### config.mk
export PLATFORM = sky130hd
export DESIGN_NAME = hazard_stall_controller
export DESIGN_NICKNAME = d
export VERILOG_FILES = /design/src/rtl/hazard_stall_controller.sv
export SDC_FILE = /design/constraint.sdc
export NUM_CORES = 1
export LEC_CHECK = 0
export CAP_MARGIN = 25
export CORE_MARGIN = 2
export CORE_UTILIZATION = 30
export CTS_CLUSTER_DIAMETER = 120
export DETAILED_ROUTE_END_ITERATION = 8
export GPL_ROUTABILITY_DRIVEN = 0
export SLEW_MARGIN = 20
export SYNTH_ARGS = -nofsm -noshare
export SYNTH_HDL_FRONTEND = slang
export SYNTH_SLANG_ARGS = --single-unit
### constraint.sdc
create_clock -name i_clk -period 2 [get_ports i_clk]
set_input_delay 0.4 -clock i_clk [delete_from_list [all_inputs] [get_ports i_clk]]
set_output_delay 0.4 -clock i_clk [all_outputs]
set_load 0.005 [all_outputs]
### src/rtl/hazard_stall_controller.sv
// Pipeline hazard sequencer: load-use stalls, taken-branch flushes, and
// whole-pipeline freezes for multi-cycle data-memory accesses, plus a stall counter.
module hazard_stall_controller #(
    parameter int unsigned LOAD_STALLS = 1,
    parameter int unsigned MEM_LATENCY = 2,
    parameter int unsigned CNT_W       = 16
) (
    input  logic             i_clk,
    input  logic             i_reset,
    input  logic [2:0]       i_rs,
    input  logic [2:0]       i_rd,
    input  logic             i_rs_used,
    input  logic             i_rd_used,
    input  logic [2:0]       i_idex_rd,
    input  logic             i_idex_mem_read,
    input  logic             i_idex_wb,
    input  logic             i_branch_taken,
    input  logic             i_mem_access,
    output logic             o_stall_pc,
    output logic             o_stall_ifid,
    output logic             o_bubble_idex,
    output logic             o_flush_ifid,
    output logic             o_freeze,
    output logic [1:0]       o_state,
    output logic [CNT_W-1:0] o_stall_count
);

    localparam int unsigned LD_W = (LOAD_STALLS > 1) ? $clog2(LOAD_STALLS) : 1;
    localparam int unsigned MW_W = (MEM_LATENCY > 2) ? $clog2(MEM_LATENCY - 1) : 1;
    localparam bit FREEZE_EN = (MEM_LATENCY > 1);
    localparam bit LONG_MEM  = (MEM_LATENCY > 2);
    localparam bit MULTI_LD  = (LOAD_STALLS > 1);
    localparam logic [LD_W-1:0] LD_INIT  = LD_W'((LOAD_STALLS > 1) ? LOAD_STALLS - 1 : 0);
    localparam logic [MW_W-1:0] MEM_INIT = MW_W'((MEM_LATENCY > 2) ? MEM_LATENCY - 2 : 0);

    typedef enum logic [1:0] {
        S_RUN        = 2'd0,
        S_LOAD_STALL = 2'd1,
        S_MEM_WAIT   = 2'd2
    } state_t;

    state_t           r_state, w_next_state;
    state_t           r_resume, w_next_resume;
    logic [LD_W-1:0]  r_ld_cnt, w_next_ld_cnt;
    logic [MW_W-1:0]  r_mem_cnt, w_next_mem_cnt;
    logic [CNT_W-1:0] r_stall_count;

    logic w_load_use;
    logic w_stall;
    logic w_bubble;
    logic w_flush;
    logic w_freeze;
    logic w_any;

    assign w_load_use = i_idex_mem_read & i_idex_wb &
                        ((i_rs_used & (i_idex_rd == i_rs)) |
                         (i_rd_used & (i_idex_rd == i_rd)));

    // Next-state and control decode; freeze outranks flush, flush outranks load-use
    always_comb begin
        w_next_state   = r_state;
        w_next_resume  = r_resume;
        w_next_ld_cnt  = r_ld_cnt;
        w_next_mem_cnt = r_mem_cnt;
        w_stall        = 1'b0;
        w_bubble       = 1'b0;
        w_flush        = 1'b0;
        w_freeze       = 1'b0;
        case (r_state)
            S_RUN: begin
                if (i_mem_access && FREEZE_EN) begin
                    w_freeze       = 1'b1;
                    w_next_mem_cnt = MEM_INIT;
                    w_next_resume  = S_RUN;
                    if (LONG_MEM) w_next_state = S_MEM_WAIT;
                end else if (i_branch_taken) begin
                    w_flush  = 1'b1;
                    w_bubble = 1'b1;
                end else if (w_load_use) begin
                    w_stall  = 1'b1;
                    w_bubble = 1'b1;
                    if (MULTI_LD) begin
                        w_next_ld_cnt = LD_INIT;
                        w_next_state  = S_LOAD_STALL;
                    end
                end
            end
            S_LOAD_STALL: begin
                if (i_mem_access && FREEZE_EN) begin
                    w_freeze       = 1'b1;
                    w_next_mem_cnt = MEM_INIT;
                    w_next_resume  = S_LOAD_STALL;
                    if (LONG_MEM) w_next_state = S_MEM_WAIT;
                end else begin
                    w_stall  = 1'b1;
                    w_bubble = 1'b1;
                    if (r_ld_cnt <= LD_W'(1)) w_next_state  = S_RUN;
                    else                      w_next_ld_cnt = r_ld_cnt - LD_W'(1);
                end
            end
            S_MEM_WAIT: begin
                // The entry cycle already froze once, so leave as the count reaches 1
                w_freeze = 1'b1;
                if (r_mem_cnt <= MW_W'(1)) w_next_state   = r_resume;
                else                       w_next_mem_cnt = r_mem_cnt - MW_W'(1);
            end
            default: w_next_state = S_RUN;
        endcase
    end

    assign w_any = w_stall | w_bubble | w_flush | w_freeze;

    always_ff @(posedge i_clk) begin
        if (i_reset) begin
            r_state       <= S_RUN;
            r_resume      <= S_RUN;
            r_ld_cnt      <= '0;
            r_mem_cnt     <= '0;
            r_stall_count <= '0;
        end else begin
            r_state   <= w_next_state;
            r_resume  <= w_next_resume;
            r_ld_cnt  <= w_next_ld_cnt;
            r_mem_cnt <= w_next_mem_cnt;
            if (w_any && (r_stall_count != '1)) r_stall_count <= r_stall_count + CNT_W'(1);
        end
    end

    assign o_stall_pc    = ~i_reset & w_stall;
    assign o_stall_ifid  = ~i_reset & w_stall;
    assign o_bubble_idex = ~i_reset & w_bubble;
    assign o_flush_ifid  = ~i_reset & w_flush;
    assign o_freeze      = ~i_reset & w_freeze;
    assign o_state       = i_reset ? 2'd0 : r_state;
    assign o_stall_count = i_reset ? '0 : r_stall_count;

endmodule

==> impl_metrics.yaml, run 1 <==
status:
  status: "finished, final reports clean"
timing:
  period_minus_slack_ns: 1.99
  finClkSkew_ns: 0.00404
  hold_violations: 0
  finalSetupViolCount: 0
  tns_ns: 0
  hold_slack_ns: 0.512
  worst_slack_ns: 0.0130
  finalCritPeriodShare: 0.994
  report.final.slew_viol_count: 0
  rsz0062_at_grt: "yes"
  clock.fmax_ghz: 0.503
drt:
  wl_met3_um: 229
  routed-wl-met2_um: 1200
  firstDrtPassIters: 4
  wl_um: 2500
  avgViaCountPerCell: 4.72
  drtIter0Drc: 48
  wirelength_met1_um: 1040
  num_vias: 1038
  wire_per_inst_um: 11.4
  ant_nets: 0
  drcViolationCount: 0
  highest_layer: "met4"
floorplan:
  die_area_sq_mm: 0.00393
  ios: 40
  start_util: 0.312
  num_rows: 21
  dieHeight_um: 62.7
  fp.coreArea_sq_mm: 0.00331
  die_w_um: 62.7
worst_setup_path:
  crit_path_end_kind: "primary output"
  critPathKind: "input port to primary output"
  arrival_ns: 1.59
  cp.required_ns: 1.60
  setup.worst_path.start: "i_idex_rd[2]"
  endpoint: "o_stall_ifid"
  reg2reg_from: "r_stall_count[0]"
  cp_max_fo: 2
  rrSetupSlack_ns: 0.22
  start_kind: "input port"
  r2r_end: "r_stall_count[14]"
  reg2regPathDepth: 6
synth:
  synth.avg_cell_area_sq_um: 8.27
  synth_compound_area_frac: 0.100
  synth_xor_area_frac: 0.0678
  yosysTopAreaCell: "dfxtp_1"
  synth_flop_cell: "dfxtp_1"
  synth_top_cells_by_count: "dfxtp_1, nor2b_1, nor2_1"
  seq_area_frac_synth: 0.310
  ys_warn_count: 0
  synthMuxAreaShare: 0.0823
  syn_area_sq_mm: 0.00103
  ys_types: 37
  async_reset_ff_frac: 0
  synthAdderAreaFrac: 0.0121
  synth_top_family_by_area: "simple AND/OR/NAND/NOR gates"
  ys_ff_latch: 16
  synth_area_leaders: "dfxtp_1, nor2b_1, nor2_1, xnor2_1, nand2_1"
  synth_edf_count: 0
  synth_simple_gate_area_share: 0.369
  synth.top_cell.area_share: 0.310
  syn_inst: 125
clock_network:
  worstSkewPairLatency_ns: 0.29
  clockBufferDepth: 2
  cts_htree_levels: 1
  clock-sinks: 16
  cts_tree: "done"
  clockRootBuffer: "clkbuf_4"
  ctsHoldBuffers: 0
  path_clk_slew_ns: 0.10
  cts_made_buffers: 3
final_layout:
  seq_area_sq_um: 320
  fill_cells: 321
  largest_reg_flops: 16
  finish.net_count: 193
  syn2layout_area_growth_pct: 56.2
  design_area_sq_mm: 0.00161
  drive_above_1_share: 0.333
  antenna_cells: 0
  top_regs: "r_stall_count: 16 flops"
  multi_input_area_sq_um: 729
  final_core_util: 0.488
  regMostFlops: "r_stall_count"
  finalNonFillerCells: 220
grt:
  grt.total_usage: 0.130
  grt_pass1_wl_um: 4100
  antenna_found_initial: 0
  gr-total-overflow: 0
  grt_max_degree: 23
  grt_pass1_vias: 933
pwr:
  p_leak_nw: 0.644
  power.total_mw: 0.689
  power.density_mw_per_mm2: 427
  peakVddDrop_mv: 0.196
place:
  place_area_sq_mm: 0.00152
  dp_slack_ns: -0.795
  numPortBuffers: 37
  dp_hpwl_um: 1930
  place_inst: 215
worst_hold_path:
  worstHoldPathType: "register to register"
job:
  max_cap_viol_count: 0
==> where the power goes <==
group	internal (mW)	switching [mW]
registers	0.325	0.00722
clock network	0.111	0.111
logic	0.0794	0.0553
total	0.515	0.173
==> worst max-delay path, stage by stage <==
cell      delay, ns
buf_6          0.10
xnor2_2        0.15
nand4_1        0.16
a211oi_4       0.27
or2b_1         0.28
nor2_2         0.10
buf_2          0.12
==> cell type report <==
class,instances,share of cell area
multi-input combinational,100,0.452
timing repair buffer,51,0.284
sequential,16,0.198
tap,46,0.0357
clock buffer,4,0.0225
inverter,3,0.00698
==> placed cells by master (no fill, tap or decap), types with 6 or more instances in the layout <==
cell type	count
clkdlybuf4s50_1	18
dfxtp_1	16
buf_4	13
nor2_1	12
nand2_1	10
nor2b_1	9
nor2b_2	7
o21ai_0	7
buf_6	7
dlygate4sd2_1	6
==> logic make-up (layout without fill, tap and decap cells) <==
family / after synthesis / after routing
and+or+nand+nor: 68 / 68
buffers and inverters: 10 / 58
adders and majority gates: 1 / 1
other: 1 / 2
xor gates and xnor gates: 8 / 8
muxes: 7 / 7
AOI/OAI and AO/OA: 14 / 14
DFF: 16 / 16
==> how the worst min path moves through the flow <==
stage                 startpoint                end  slack, ns  depth (start not counted)
2_1_floorplan  r_stall_count[13]  r_stall_count[13]       0.47                          2
3_5_place_dp   r_stall_count[13]  r_stall_count[13]       0.50                          2
6_report       r_stall_count[13]  r_stall_count[13]       0.51                          2
5_1_grt                  i_reset  r_stall_count[15]       0.52                          3
4_1_cts        r_stall_count[13]  r_stall_count[13]       0.51                          2
3_3_place_gp   r_stall_count[13]  r_stall_count[13]       0.47                          2
==> per-layer routing <==
layer | GRT usage | vias to the layer above
met5 | 0 | -
met4 | 0.0472 | 0
met3 | 0.0432 | 6
met2 | 0.235 | 47
met1 | 0.141 | 459
li1 | - | 526
==> timing repair <==
item | CTS | global route
cloned | 0 | 0
pin swaps | 11 | 5
setup buffers | 1 | 0
gates resized for setup | 64 | 18
setup endpoints to repair | 33 | 16
Power figures use the tool's default switching activity.
==> run 2: changes to the inputs <==
CTS_CLUSTER_SIZE = 14   (was unset)
==> results of run 2 <==
No change in the layout: final DEF, timing and power equal those of run 1.
